File: src/rtl/ball_engine.sv
// Ball physics and rally/score sequencer for Pong: advances the ball once per game tick,
// bounces it off walls and paddles, scores points and runs the serve and game-over holds.
module ball_engine #(
  parameter int unsigned SCREEN_W    = 800,
  parameter int unsigned SCREEN_H    = 600,
  parameter int unsigned BALL_SIZE   = 8,
  parameter int unsigned PADDLE_H    = 80,
  parameter int unsigned PADDLE_W    = 10,
  parameter int unsigned P1_X        = 20,
  parameter int unsigned P2_X        = 770,
  parameter int unsigned SPEED       = 4,
  parameter int unsigned TICK_DIV    = 416667,
  parameter int unsigned SERVE_TICKS = 120,
  parameter int unsigned WIN_SCORE   = 7
) (
  input  logic        clock,
  input  logic        reset_n,
  input  logic        start,
  input  logic        pause,
  input  logic [10:0] p1_y,
  input  logic [10:0] p2_y,
  output logic [10:0] ball_x,
  output logic [10:0] ball_y,
  output logic [3:0]  score1,
  output logic [3:0]  score2,
  output logic        point_p1,
  output logic        point_p2,
  output logic        serving,
  output logic        game_over
);

  localparam int unsigned TickW  = (TICK_DIV > 1) ? $clog2(TICK_DIV) : 1;
  localparam int unsigned ServeW = (SERVE_TICKS > 1) ? $clog2(SERVE_TICKS) : 1;

  localparam logic [11:0] Cx     = 12'((SCREEN_W - BALL_SIZE) / 2);
  localparam logic [11:0] Cy     = 12'((SCREEN_H - BALL_SIZE) / 2);
  localparam logic [11:0] Spd    = 12'(SPEED);
  localparam logic [11:0] Bsz    = 12'(BALL_SIZE);
  localparam logic [11:0] Ph     = 12'(PADDLE_H);
  localparam logic [11:0] P1Face = 12'(P1_X + PADDLE_W);
  localparam logic [11:0] P2Face = 12'(P2_X);
  localparam logic [11:0] P2Stop = 12'(P2_X - BALL_SIZE);
  localparam logic [11:0] YMax   = 12'(SCREEN_H - BALL_SIZE);
  localparam logic [11:0] XLim   = 12'(SCREEN_W);
  localparam logic [3:0]  Win    = 4'(WIN_SCORE);

  typedef enum logic [1:0] {StServe, StPlay, StGameOver} state_e;

  state_e            state_q, state_d;
  logic [TickW-1:0]  tick_cnt_q, tick_cnt_d;
  logic [ServeW-1:0] serve_cnt_q, serve_cnt_d;
  logic [10:0]       x_q, x_d, y_q, y_d;
  logic              dx_q, dx_d, dy_q, dy_d;
  logic [3:0]        score1_q, score1_d, score2_q, score2_d;
  logic              pt1_q, pt1_d, pt2_q, pt2_d;

  logic        tick, eff_tick, serve_done, play_tick;
  logic        p1_scores, p2_scores, miss_left, miss_right, win1, win2;
  logic [11:0] x12, y12, py1, py2;
  logic        ov1, ov2;
  logic [10:0] x_mv, y_mv;
  logic        dx_mv, dy_mv;

  assign tick       = (tick_cnt_q == TickW'(TICK_DIV - 1));
  assign tick_cnt_d = tick ? '0 : tick_cnt_q + TickW'(1);
  assign eff_tick   = tick & ~pause;
  assign serve_done = (state_q == StServe) && eff_tick &&
                      (serve_cnt_q == ServeW'(SERVE_TICKS - 1));
  assign play_tick  = (state_q == StPlay) && eff_tick;

  assign x12 = {1'b0, x_q};
  assign y12 = {1'b0, y_q};
  assign py1 = {1'b0, p1_y};
  assign py2 = {1'b0, p2_y};
  // Overlap is judged on the ball's row before this tick's vertical step.
  assign ov1 = (y12 + Bsz > py1) && (y12 < py1 + Ph);
  assign ov2 = (y12 + Bsz > py2) && (y12 < py2 + Ph);

  always_comb begin
    y_mv  = y_q;
    dy_mv = dy_q;
    if (dy_q && (y12 + Spd >= YMax)) begin
      y_mv  = YMax[10:0];
      dy_mv = 1'b0;
    end else if (!dy_q && (y12 <= Spd)) begin
      y_mv  = '0;
      dy_mv = 1'b1;
    end else if (dy_q) begin
      y_mv = y_q + Spd[10:0];
    end else begin
      y_mv = y_q - Spd[10:0];
    end
  end

  always_comb begin
    x_mv       = x_q;
    dx_mv      = dx_q;
    miss_left  = 1'b0;
    miss_right = 1'b0;
    if (!dx_q) begin
      if ((x12 >= P1Face) && (x12 - Spd < P1Face) && ov1) begin
        x_mv  = P1Face[10:0];
        dx_mv = 1'b1;
      end else if (x12 < Spd) begin
        miss_left = 1'b1;
      end else begin
        x_mv = x_q - Spd[10:0];
      end
    end else begin
      if ((x12 + Bsz <= P2Face) && (x12 + Bsz + Spd > P2Face) && ov2) begin
        x_mv  = P2Stop[10:0];
        dx_mv = 1'b0;
      end else if (x12 + Bsz + Spd > XLim) begin
        miss_right = 1'b1;
      end else begin
        x_mv = x_q + Spd[10:0];
      end
    end
  end

  assign p1_scores = play_tick & miss_right;
  assign p2_scores = play_tick & miss_left;
  assign win1      = (score1_q + 4'd1) == Win;
  assign win2      = (score2_q + 4'd1) == Win;

  // Datapath next-state: position, direction, scores, serve counter, point pulses.
  always_comb begin
    x_d         = x_q;
    y_d         = y_q;
    dx_d        = dx_q;
    dy_d        = dy_q;
    score1_d    = score1_q;
    score2_d    = score2_q;
    serve_cnt_d = serve_cnt_q;
    pt1_d       = 1'b0;
    pt2_d       = 1'b0;
    unique case (state_q)
      StServe: begin
        if (eff_tick) serve_cnt_d = serve_done ? '0 : serve_cnt_q + ServeW'(1);
      end
      StPlay: begin
        if (p1_scores || p2_scores) begin
          x_d  = Cx[10:0];
          y_d  = Cy[10:0];
          dx_d = p1_scores;
          if (p1_scores) begin
            score1_d = score1_q + 4'd1;
            pt1_d    = 1'b1;
          end else begin
            score2_d = score2_q + 4'd1;
            pt2_d    = 1'b1;
          end
        end else if (play_tick) begin
          x_d  = x_mv;
          y_d  = y_mv;
          dx_d = dx_mv;
          dy_d = dy_mv;
        end
      end
      StGameOver: begin
        if (start) begin
          score1_d    = '0;
          score2_d    = '0;
          serve_cnt_d = '0;
        end
      end
      default: ;
    endcase
  end

  always_comb begin
    state_d = state_q;
    unique case (state_q)
      StServe:    if (serve_done) state_d = StPlay;
      StPlay: begin
        if (p1_scores)      state_d = win1 ? StGameOver : StServe;
        else if (p2_scores) state_d = win2 ? StGameOver : StServe;
      end
      StGameOver: if (start) state_d = StServe;
      default:    state_d = StServe;
    endcase
  end

  always_ff @(posedge clock or negedge reset_n) begin
    if (!reset_n) state_q <= StServe;
    else          state_q <= state_d;
  end

  always_ff @(posedge clock or negedge reset_n) begin
    if (!reset_n) begin
      tick_cnt_q  <= '0;
      serve_cnt_q <= '0;
      x_q         <= Cx[10:0];
      y_q         <= Cy[10:0];
      dx_q        <= 1'b1;
      dy_q        <= 1'b1;
      score1_q    <= '0;
      score2_q    <= '0;
      pt1_q       <= 1'b0;
      pt2_q       <= 1'b0;
    end else begin
      tick_cnt_q  <= tick_cnt_d;
      serve_cnt_q <= serve_cnt_d;
      x_q         <= x_d;
      y_q         <= y_d;
      dx_q        <= dx_d;
      dy_q        <= dy_d;
      score1_q    <= score1_d;
      score2_q    <= score2_d;
      pt1_q       <= pt1_d;
      pt2_q       <= pt2_d;
    end
  end

  always_comb begin
    serving   = (state_q == StServe);
    game_over = (state_q == StGameOver);
  end

  assign ball_x   = x_q;
  assign ball_y   = y_q;
  assign score1   = score1_q;
  assign score2   = score2_q;
  assign point_p1 = pt1_q;
  assign point_p2 = pt2_q;

endmodule

File: config.mk
export PLATFORM = sky130hd
export DESIGN_NAME = ball_engine
export DESIGN_NICKNAME = d
export VERILOG_FILES = /design/src/rtl/ball_engine.sv
export SDC_FILE = /design/constraint.sdc
export NUM_CORES = 1
export LEC_CHECK = 0
export CORE_ASPECT_RATIO = 1.25
export CORE_MARGIN = 5
export CORE_UTILIZATION = 56
export CTS_CLUSTER_DIAMETER = 40
export DETAILED_ROUTE_END_ITERATION = 8
export GPL_TIMING_DRIVEN = 1
export PLACE_DENSITY = 0.81
export SLEW_MARGIN = 5
export SYNTH_ARGS = -nofsm -noshare
export SYNTH_HDL_FRONTEND = slang
export SYNTH_SLANG_ARGS = --single-unit
File: constraint.sdc
create_clock -name clock -period 5.07 [get_ports clock]
set_input_delay 0.7605 -clock clock [delete_from_list [all_inputs] [get_ports clock]]
set_output_delay 0.7605 -clock clock [all_outputs]
set_load 0.01 [all_outputs]
; After elaboration in Yosys (flattened, before gate mapping)
; Cells that the tools add are included.
[op_classes]
n_div = 0
bitwise_logic = 5
mul = 0
muxes = 50
shift = 0
n_eq_ne = 15
reduce_logical = 25
addsub = 15
n_lt_le_gt_ge = 12
[op_table]
columns = op, count
row1 = $mux 11, 12
row2 = $add 11x4->12 const B, 2
row3 = $add 11x7->12 const B, 2
row4 = $gt 12x10->1 const B, 2
row5 = $gt 12x11->1, 2
row6 = $lt 11x12->1, 2
row7 = $add 11x3->11 const B, 2
row8 = $sub 11x3->11 const B, 2
row9 = $mux 7, 3
row10 = $mux 4, 5
row11 = $add 19x1->19 const B, 1
row12 = $eq 19x19->1 const B, 1
row13 = $mux 1, 19
row14 = $mux 19, 1
row15 = $pmux 4 s2, 2
row16 = $reduce_and 4->1, 4
row17 = $pmux 7 s2, 1
row18 = $add 11x3->12 const B, 1
row19 = $add 12x3->12 const B, 1
row20 = $ge 12x10->1 const B, 1
row21 = $le 12x10->1 const B, 1
row22 = $lt 12x5->1 const B, 1
row23 = $mux 2, 6
row24 = $sub 11x3->12 const B, 1
row25 = 23 further kinds, 47
[totals]
output_inout_bits = 34
wordCells = 133
rom_bits = 0
latchBits = 0
input_bits = 26
reg_bits = 62
ramBits = 0
mem_count = 0

; Logic depth before layout (Yosys ltp)
; Gate-level depths: netlist of the first run.
[logic_depth]
depth_word = 11
ltp_mapped = 17
ltp_nobuf = 14

; Least setup slack after synthesis of the first run
; OpenSTA, ideal clock, no wires.
[synth_timing]
path_kind = flip-flop to flip-flop
startpoint = register y_q[5] (netlist: ball_y[5])
endpoint = register score1_q[2] (netlist: score1[2])
required_ns = 4.947
t_arrival_ns = 3.196
stages_incl_launch_ff = 17
period_less_slack_ns = 3.319
n_path_buf = 3
slack_ns = 1.751
setup_time_ns = 0.123
cell_sequence = dfstp_2 > clkbuf_1 > nand3_1 > nor2_1 > xnor2_1 > ha_1 > nand4_1 > nor2_1 > a41o_1 > o21ai_0 > nand3_1 > a22o_1 > buf_6 > and2_4 > buf_6 > and3_1 > o221a_1
[synth_between]
elab_chain_cells = 10
elab_cells_between_ends = 19
classes_between = add/sub: 1 / order compare: 4 / eq/ne: 2 / mux: 4 / bitwise: 2 / reduce/logical: 6
[synth_lines]
columns = item, line_no
row1 = from (decl), 52  ; logic [10:0] x_q, x_d, y_q, y_d;
row2 = from (signal assigned), 194  ; y_q <= Cy[10:0];
row3 = from (signal assigned), 205  ; y_q <= y_d;
row4 = $add 11x4->12, "76, 77"
row5 = "$gt 12x11->1, on equally long branches", "77, 76"
row6 = "$logic_and 1x1->1, on equally long branches", "77, 76"
row7 = "$logic_and 1x1->1, on equally long branches", "110, 101"
row8 = "$mux 1, on equally long branches", "110, 101"
row9 = $mux 1, 100  ; if (!dx_q) begin
row10 = "$and 1x1->1, on equally long branches", "121, 122"
row11 = $logic_or 1x1->1, 142  ; if (p1_scores || p2_scores) begin
row12 = $ne 2x1->1 (no line), n/a
row13 = $reduce_and 4->1 (no line) *, n/a
row14 = to (signal assigned), 208  ; score1_q <= score1_d;
row15 = to (decl), 54  ; logic [3:0] score1_q, score1_d, score2_q, score2_d;
; Every way passes the cells marked *; elsewhere a longest branch is shown, timed or not.
; A chain may end at the register's enable or synchronous reset.

; Worst setup path after layout of the first run
[layout_timing]
startpoint = register x_q[4] (netlist: ball_x[4])
endpoint = register state_q[0]
[layout_between]
elab_chain_cells = 10
elab_cells_between_ends = 25
classes_between = add/sub: 3 / order compare: 6 / eq/ne: 1 / mux: 8 / bitwise: 2 / reduce/logical: 5
[layout_lines]
columns = item, line_no
row1 = from (decl), 52
row2 = from (signal assigned), 193  ; x_q <= Cx[10:0];
row3 = $add 11x4->12, "110, 113"
row4 = $add 12x3->12, "110, 113"
row5 = $gt 12x10->1, 110  ; if ((x12 + Bsz <= P2Face) && (x12 + Bsz + Spd > P2Face) && ov2) begin
row6 = $logic_and 1x1->1 (2 in a row), 110
row7 = $mux 1, 110
row8 = $mux 1, 100
row9 = $and 1x1->1, 121  ; assign p1_scores = play_tick & miss_right;
row10 = $ne 3x3->1 (no line) or $mux 2 (tied branches), n/a
row11 = $reduce_and 3->1 (no line) or $pmux 2 s3 (tied branches), n/a
row12 = to (signal assigned), 185  ; if (!reset_n) state_q <= StServe;
row13 = to (signal assigned), 186  ; else state_q <= state_d;
row14 = to (decl), 49  ; state_e state_q, state_d;
; Several ways; a longest one is shown, not always the timed one.

==> metrics.yaml, run 1 <==
yosys:
  async_flop_share_pct: 100
  synthFlopType: "dfrtp_1"
  syn_inst: 695
  ys_ff_latch: 59
  yosysWarningCount: 0
  syn_area_mm2: 0.00561
  syn_avg_cell_area_um2: 8.07
  synth_seq_area_share_pct: 26.5
  synthDistinctLibCells: 74
  synth_edf_count: 0
pwr:
  combPwrFrac_pct: 10.5
  internal_power_uw: 872
  switching_share_pct: 24.2
  power_switching_uw: 278
  p_clk_share_pct: 47.4
  cellPowerDensity_mw_per_mm2: 179
  pwr-share-seq_pct: 42.2
  max-vdd-ir-drop_mv: 0.207
  p_leak_nw: 2.86
timing:
  rsz0062_at_grt: "false"
  drv_slew: 0
  setup_tns_ps: 0
  fmaxAchievable_mhz: 248
  period_minus_slack_ps: 4030
  tightestPinTransition_ps: 774
  final-setup-viol-count: 0
  whs_ps: 497
  finalHoldViolations: 0
  fin_skew_ps: 7.82
  final.period_utilization_pct: 79.4
  max-slew-margin-rel_pct: 48.4
route:
  drt_iter0_markers: 438
  via_per_inst: 6.30
  drc: 0
  wl_per_cell_um: 17.4
  num_vias: 5405
  antenna_left: 0
  drt_wl_total_mm: 14.9
  drtPass1Iterations: 5
global_route:
  grt-ovfl-total: 0
  grt_usage_pct: 24.6
  antenna_found_initial: 0
  grt_max_degree: 60
  met1_usage_pct: 30.9
  grt_pass1_vias: 5206
  grt_pass1_wl_mm: 24.6
  grtUsageMet3_pct: 3.95
  grt_busiest_layer: "met2"
  grt_use_met2_pct: 41.5
critical_path:
  crit_path_start_kind: "register"
  crit_arrival_ps: 4240
  worstSetupEndpointType: "register"
  cp_max_fo: 16
  criticalPathCategory: "register to register"
  crit_required_ps: 5280
  rr_worst_depth: 10
clocking:
  clock_path_buffers: 2
  cts_resized: 0
  clock_latency_ps: 330
  postCtsHoldBufs: 0
  htreeDepth: 3
  cts_setup_buffers: 0
  numCtsBuffers: 9
  cts_tree: "built"
  cts_num_sinks: 59
  ctsRootBufferMaster: "clkbuf_16"
  clk_pin_slew_ps: 50
die:
  num_rows: 40
  start_util_pct: 57.7
  pin_count: 60
  die_y_um: 122
  dieArea_mm2: 0.0121
  coreArea_mm2: 0.00971
  dieWidth_um: 99.5
hold_path:
  hold_class: "register to register"
  holdPathStages: 1
place:
  dp_hpwl_mm: 10.9
  place_congestion: 0.922
  io_buffer_count: 56
run_status:
  status: "completed"
cells_and_area:
  areaGrowthSynthToFinish_pct: 14.4
  fin_nets: 811
  drive_above_1_share_pct: 5.33
  diodes: 0
job:
  cap_violations: 0
-- area by class of cell --
type	instances	area, µm²
inverters	38	143
clock inverters	3	15.0
clock buffers	13	250
repair buffers	59	578
multi-input cells	560	3780
flip-flops and latches	59	1490
fillers	821	3290
well taps	126	158
-- cell usage in the layout (no fill, tap or decap), types with 5 or more instances in the layout --
cell type	instances
inv_1	38
dfstp_2	9
a21boi_0	7
or3_1	9
or4_1	5
and3_1	19
xnor2_1	28
o21ai_0	42
nor3_1	19
nand2b_1	9
nand4_1	11
a21oi_1	32
nor2_1	46
nand3_1	42
nor4_1	7
a211oi_1	7
clkdlybuf4s50_1	55
ha_1	58
o211ai_1	6
xor2_1	18
dfrtp_1	50
a21o_1	10
and2_1	5
a31oi_1	16
clkbuf_16	9
nand2_1	68
nor3b_1	7
nor2b_1	8
-- worst max-delay path, cell delays in order (launching register included) --
cell     delay [ps]
dfrtp_1         750
ha_1            540
nand2_1         180
or3_1           430
a211o_1         320
nor3_2          170
nor3_1           80
o21ai_1         560
nand2_1         440
o21ai_0         320
o21ai_0         110
-- layer usage --
layer / vias up / wire length, µm / part of all wire (%)
met5: - / 0 / 0
li1: 2584 / - / -
met2: 212 / 7330 / 49
met1: 2562 / 6250 / 42
met3: 47 / 819 / 5.5
met4: 0 / 520 / 3.5
-- sequential cells by signal (all words and copies together), names as in the netlist --
name and flops:
score2 4, tick_cnt_q 19, ball_x 10, point_p2 1, state_q 2, ball_y 9, point_p1 1, score1 4
serve_cnt_q 7, dy_q 1, dx_q 1
-- synth_stat cells (10+ instances only) --
cell type | instances | area [µm²]
inv_1 | 38 | 143
a31oi_1 | 16 | 100
a21o_1 | 10 | 75.1
nor2_1 | 46 | 173
nand2_1 | 68 | 255
a21oi_1 | 32 | 160
nand4_1 | 11 | 68.8
o21ai_0 | 42 | 210
and3_1 | 19 | 119
ha_1 | 58 | 726
nand3_1 | 42 | 210
xnor2_1 | 28 | 245
nor3_1 | 19 | 95.1
dfrtp_1 | 50 | 1250
xor2_1 | 18 | 158
clkbuf_1 | 23 | 86.3
-- path summary, 6_finish.rpt --
path	from	endpoint	slack [ps]
max reg2reg	ball_x[4]$_DFFE_PN0P_	state_q[0]$_DFFE_PN0P_	1040
max	ball_x[4]$_DFFE_PN0P_	state_q[0]$_DFFE_PN0P_	1040
min reg2reg	serve_cnt_q[6]$_DFFE_PN0P_	serve_cnt_q[6]$_DFFE_PN0P_	500
max in group asynchronous	reset_n	serve_cnt_q[3]$_DFFE_PN0P_	4020
min in group asynchronous	reset_n	tick_cnt_q[6]$_DFF_PN0_	560
min	serve_cnt_q[6]$_DFFE_PN0P_	serve_cnt_q[6]$_DFFE_PN0P_	500
-- metrics by stage --
| stage | util, % | cell area (µm²) | std cells | setup WS, ps | power [mW] |
|---|---|---|---|---|---|
| after global routing | 66.1 | 6410 | 858 | 735 | 1.19 |
| after CTS | 66.1 | 6410 | 858 | 1090 | 1.16 |
| after floorplan | - | 5610 | 697 | 1750 | 0.558 |
| final | 66.1 | 6410 | 858 | 1040 | 1.15 |
| after global placement | 63.3 | 6150 | 842 | 993 | 0.607 |
| after detailed placement | 63.3 | 6150 | 842 | 753 | 0.612 |
-- power groups by stage --
| stage | sequential, mW | clock, mW | combinational, mW |
|---|---|---|---|
| final | 0.485 | 0.545 | 0.121 |
| after global routing | 0.485 | 0.573 | 0.135 |
| after CTS | 0.484 | 0.552 | 0.121 |
| after detailed placement | 0.492 | 0 | 0.120 |
| after global placement | 0.492 | 0 | 0.116 |
| after floorplan | 0.488 | 0 | 0.0698 |
-- kinds of logic (layout without fill, tap and decap cells) --
family	Yosys count	after routing	share of synthesized area, %
flops	59	59	26.5
mux	2	2	0.357
other cells	1	3	0.0669
fa+ha+maj	58	58	12.9
compound gates	171	171	20.4
buf+inv	78	113	6.09
simple gates	280	280	26.5
xor+xnor	46	46	7.19
No activity file was read; power rests on OpenSTA's default activity.
==> inputs of run 2 (changes only) <==
CORE_UTILIZATION = 53   (was 56)
PLACE_DENSITY = 0.8   (was 0.81)
clock period = 3.3 ns   (was 5.07 ns; I/O delays follow)
==> run 2 against run 1 <==
Net effect:
- core utilization is 0.94 points higher
- non-clock buffer count rose by 54
- critical path depth increased by 4
- critical path type unchanged
- fmax increased by 25%
- critical endpoint is now score1[2]$_DFFE_PN0P_
- die area is 5.1% higher
- largest cell class unchanged
- sequential power increased by 52%
- hold slack got worse by 170 ps
- combinational power rose by 88%
==> metrics.yaml, run 2 (synthesis gave the netlist of run 1 again) <==
place:
  dpl_cell_area_mm2: 0.00656
  placed_cells: 902
  place_congestion: 0.941
  io_buffer_count: 56
  dp_hpwl_mm: 12.4
cells_and_area:
  finalNonFillerCells: 918
  largest_reg_flops: 19
  fin_nets: 865
  final_cell_mix: "67 x nand2_1, 56 x ha_1, 56 x buf_4"
  post-route-cell-area_mm2: 0.00701
  layout_commonest_cell: "nand2_1"
  areaGrowthSynthToFinish_pct: 25.0
  drive_above_1_share_pct: 14.5
  top_register: "tick_cnt_q"
  diodes: 0
route:
  drt_wl_total_mm: 16.3
  wl_per_cell_um: 17.8
  num_vias: 5702
  antenna_left: 0
  drc: 0
  drtPass1Iterations: 5
  via_per_inst: 6.21
  drt_iter0_markers: 455
critical_path:
  crit_required_ps: 3520
  crit_arrival_ps: 3450
  worstSetupEndpointType: "register"
  crit_path_start_kind: "register"
  criticalPathCategory: "register to register"
  cp_max_fo: 7
die:
  dieArea_mm2: 0.0127
  num_rows: 42
  start_util_pct: 53.6
  die_y_um: 125
  pin_count: 60
  dieWidth_um: 102
  coreArea_mm2: 0.0105
clocking:
  ctsRootBufferMaster: "clkbuf_16"
  cts_num_sinks: 59
  clock_latency_ps: 330
  postCtsHoldBufs: 0
  clock_path_buffers: 2
  cts_tree: "built"
  numCtsBuffers: 9
  htreeDepth: 3
  clk_pin_slew_ps: 50
pwr:
  combPwrFrac_pct: 11.4
  switching_share_pct: 23.4
  p_clk_share_pct: 51.3
  internal_power_mw: 1.52
  cellPowerDensity_mw_per_mm2: 283
  max-vdd-ir-drop_mv: 0.431
  pwr-share-seq_pct: 37.3
  total_power_mw: 1.98
  p_leak_nw: 3.21
  power_switching_uw: 463
run_status:
  status: "completed"
timing:
  period_minus_slack_ps: 3230
  tightestPinTransition_ps: 746
  drv_slew: 0
  finalHoldViolations: 0
  setup_tns_ps: 0
  max-slew-margin-rel_pct: 50.2
  fmaxAchievable_mhz: 310
  whs_ps: 324
  final.period_utilization_pct: 97.8
  final-setup-viol-count: 0
  fin_skew_ps: 5.15
global_route:
  grt_max_degree: 60
  grt_pass1_wl_mm: 26.8
  grt-ovfl-total: 0
  antenna_found_initial: 0
  grt_usage_pct: 25.5
  grt_pass1_vias: 5772
hold_path:
  hold_class: "primary input to async pin"
job:
  cap_violations: 0
## run 2: metal layers
layer	global-route usage (%)	routed length [µm]	up-vias
met5	0	0	-
met4	9.88	493	0
met3	4.18	801	48
met2	44.4	8270	196
met1	31.1	6750	2756
li1	-	-	2702
## run 2: through the flow
step	worst slack [ps]	util (%)
2_1_floorplan	22.4	-
3_3_place_gp	-257	62.8
3_5_place_dp	-359	62.8
4_1_cts	0.440	66.1
5_1_grt	-52.7	67.0
6_report	74.1	67.0
## run 2: power groups by stage
stage               clock [mW]  sequential (mW)  combinational [mW]
finish                    1.02            0.738               0.227
global route              1.06            0.738               0.250
CTS                       1.03            0.737               0.220
detailed placement           0            0.749               0.217
global placement             0            0.749               0.209
floorplan                    0            0.749               0.107
## run 2: worst paths after layout
| kind | slack [ps] | end | from | cells past startpoint |
|---|---|---|---|---|
| worst max-delay path | 70 | score1[2]$_DFFE_PN0P_ | ball_y[3]$_DFFE_PN1P_ | 14 |
| worst min-delay path | 320 | serve_cnt_q[1]$_DFFE_PN0P_ | reset_n | 2 |
| worst max register to register | 70 | score1[2]$_DFFE_PN0P_ | ball_y[3]$_DFFE_PN1P_ | 14 |
| worst min register to register | 470 | serve_cnt_q[6]$_DFFE_PN0P_ | serve_cnt_q[6]$_DFFE_PN0P_ | 1 |
| max in group asynchronous | 2500 | tick_cnt_q[11]$_DFF_PN0_ | reset_n | 2 |
| min in group clock | 470 | serve_cnt_q[6]$_DFFE_PN0P_ | serve_cnt_q[6]$_DFFE_PN0P_ | 1 |
## run 2: worst max-delay path: stages (launching register included)
cell     delay, ps
dfstp_2        610
ha_4           160
buf_6          120
nand3_2        100
xnor2_2        230
ha_1           300
nand4_1        140
nor2_2          60
a41o_1         250
o21ai_1        130
nand3_1        120
a22o_4         300
and2_4         190
and3_1         160
o221a_1        210
## run 2: area by class of cell
| type | instances | area, µm² |
|---|---|---|
| Clock buffer | 10 | 239 |
| Clock inverter | 6 | 88.8 |
| Fill cell | 856 | 3450 |
| Inverter | 38 | 143 |
| Multi-Input combinational cell | 560 | 3890 |
| Sequential cell | 59 | 1490 |
| Tap cell | 132 | 165 |
| Timing Repair Buffer | 113 | 992 |
## run 2: timing repair
action | CTS | global route
gates cloned | 0 | 0
gates resized for setup | 5 | 24
setup endpoints to repair | 11 | 28
pin swaps | 0 | 9
buffers inserted | 0 | 0
==> inputs of run 3 (changes only) <==
GPL_ROUTABILITY_DRIVEN = 1   (was unset)
RECOVER_POWER = 100   (was unset)
==> run 3 against run 2 <==
Net effect:
- die area unchanged
- fmax decreased by 0.20%
- sequential share of layout area increased by 0.065 points
- first-iteration DRC count increased by 4.2%
- sequential power about the same
- register-to-register slack about the same
- critical path depth unchanged
- final cell count unchanged
- hold slack improved by 140 ps
- clock power about the same
- global-route usage unchanged
- largest cell class unchanged
==> metrics.yaml, run 3 (synthesis gave the netlist of run 1 again) <==
hold_path:
  hold_class: "register to register"
global_route:
  antenna_found_initial: 0
  grt_usage_pct: 25.5
  grt_pass1_vias: 5772
  grt_max_degree: 60
  grt_pass1_wl_mm: 26.8
  grt-ovfl-total: 0
timing:
  fmaxAchievable_mhz: 309
  drv_slew: 0
  fin_skew_ps: 5.11
  tightestPinTransition_ps: 1480
  max-slew-margin-rel_pct: 1.21
  whs_ps: 469
  final-setup-viol-count: 0
  period_minus_slack_ps: 3230
  worst_slack_ps: 67.6
  final.period_utilization_pct: 98.0
  finalHoldViolations: 0
route:
  wl_per_cell_um: 17.8
  drtPass1Iterations: 6
  drt_wl_total_mm: 16.3
  via_per_inst: 6.23
  antenna_left: 0
  drc: 0
  num_vias: 5719
  drt_iter0_markers: 474
cells_and_area:
  layout_commonest_cell: "nand2_1"
  fin_nets: 865
  fin_util_pct: 66.8
  diodes: 0
  largest_reg_flops: 19
  drive_above_1_share_pct: 13.7
  top_register: "tick_cnt_q"
  final_cell_mix: "67 x nand2_1, 56 x ha_1, 50 x dfrtp_1, 50 x buf_4, 44 x nor2_1"
  areaGrowthSynthToFinish_pct: 24.6
pwr:
  total_power_mw: 1.98
  switching_share_pct: 23.4
  max-vdd-ir-drop_mv: 0.431
  combPwrFrac_pct: 11.4
  p_clk_share_pct: 51.3
  p_leak_nw: 3.24
  pwr-share-seq_pct: 37.3
  internal_power_mw: 1.52
  power_switching_uw: 462
  cellPowerDensity_mw_per_mm2: 283
clocking:
  cts_setup_buffers: 0
  clock_latency_ps: 330
  cts_tree: "built"
  clock_path_buffers: 2
  ctsRootBufferMaster: "clkbuf_16"
  htreeDepth: 3
  clk_pin_slew_ps: 50
  cts_num_sinks: 59
  numCtsBuffers: 9
job:
  cap_violations: 0
critical_path:
  criticalPathCategory: "register to register"
  crit_required_ps: 3520
  worstSetupEndpointType: "register"
  crit_arrival_ps: 3450
  cp_max_fo: 7
  crit_path_start_kind: "register"
die:
  die_y_um: 125
  dieArea_mm2: 0.0127
  coreArea_mm2: 0.0105
  num_rows: 42
  start_util_pct: 53.6
  dieWidth_um: 102
  pin_count: 60
place:
  place_ws_ps: -359
  dp_hpwl_mm: 12.4
  io_buffer_count: 56
  place_congestion: 0.941
run_status:
  status: "completed"
[run 3: repair_timing]
item / in CTS / in global routing
setup endpoints to repair: 11 / 28
pin swaps: 0 / 9
gates resized for setup: 5 / 24
hold buffers: 0 / 0
[run 3: final cells by class]
class	count	area, µm²
repair buffers	113	971
multi-input cells	560	3890
fillers	865	3470
clock inverters	6	88.8
clock buffers	10	239
inverters	38	143
well taps	132	165
flip-flops and latches	59	1490
[run 3: per-layer routing]
layer,vias up,GRT usage (%),share of wire (%)
met4,0,9.88,3.4
met5,-,0,0
li1,2702,-,-
met2,223,44.4,50
met1,2744,31.1,41
met3,50,4.18,5.2
[run 3: power groups by stage]
stage	registers, mW	logic (mW)	clock network (mW)
2_1_floorplan	0.749	0.107	0
3_3_place_gp	0.749	0.209	0
3_5_place_dp	0.749	0.217	0
4_1_cts	0.737	0.220	1.03
5_1_grt	0.738	0.248	1.06
6_report	0.738	0.225	1.01
[run 3: path summary, 6_finish.rpt]
kind / start / slack (ps) / cells past startpoint / to
max reg2reg: ball_y[3]$_DFFE_PN1P_ / 70 / 14 / score1[2]$_DFFE_PN0P_
max: ball_y[3]$_DFFE_PN1P_ / 70 / 14 / score1[2]$_DFFE_PN0P_
max in group asynchronous: reset_n / 1820 / 2 / tick_cnt_q[11]$_DFF_PN0_
min in group asynchronous: reset_n / 610 / 2 / score1[3]$_DFFE_PN0P_
min reg2reg: serve_cnt_q[6]$_DFFE_PN0P_ / 470 / 1 / serve_cnt_q[6]$_DFFE_PN0P_
min: serve_cnt_q[6]$_DFFE_PN0P_ / 470 / 1 / serve_cnt_q[6]$_DFFE_PN0P_
[run 3: per-stage QoR]
stage,TNS (ps),std cells,area [µm²]
floorplan,0,697,5610
detailed placement,-7660,902,6560
finish,0,918,6990
global route,-96.0,918,6990
CTS,0,918,6910
global placement,-4770,902,6560
[run 3: worst max-delay path: stages, from the launching register on]
cell and delay [ps]:
dfstp_2 610, ha_4 160, buf_6 120, nand3_2 100, xnor2_2 230, ha_1 300
nand4_1 140, nor2_2 60, a41o_1 250, o21ai_1 130, nand3_1 120, a22o_4 300
and2_4 190, and3_1 160, o221a_1 220
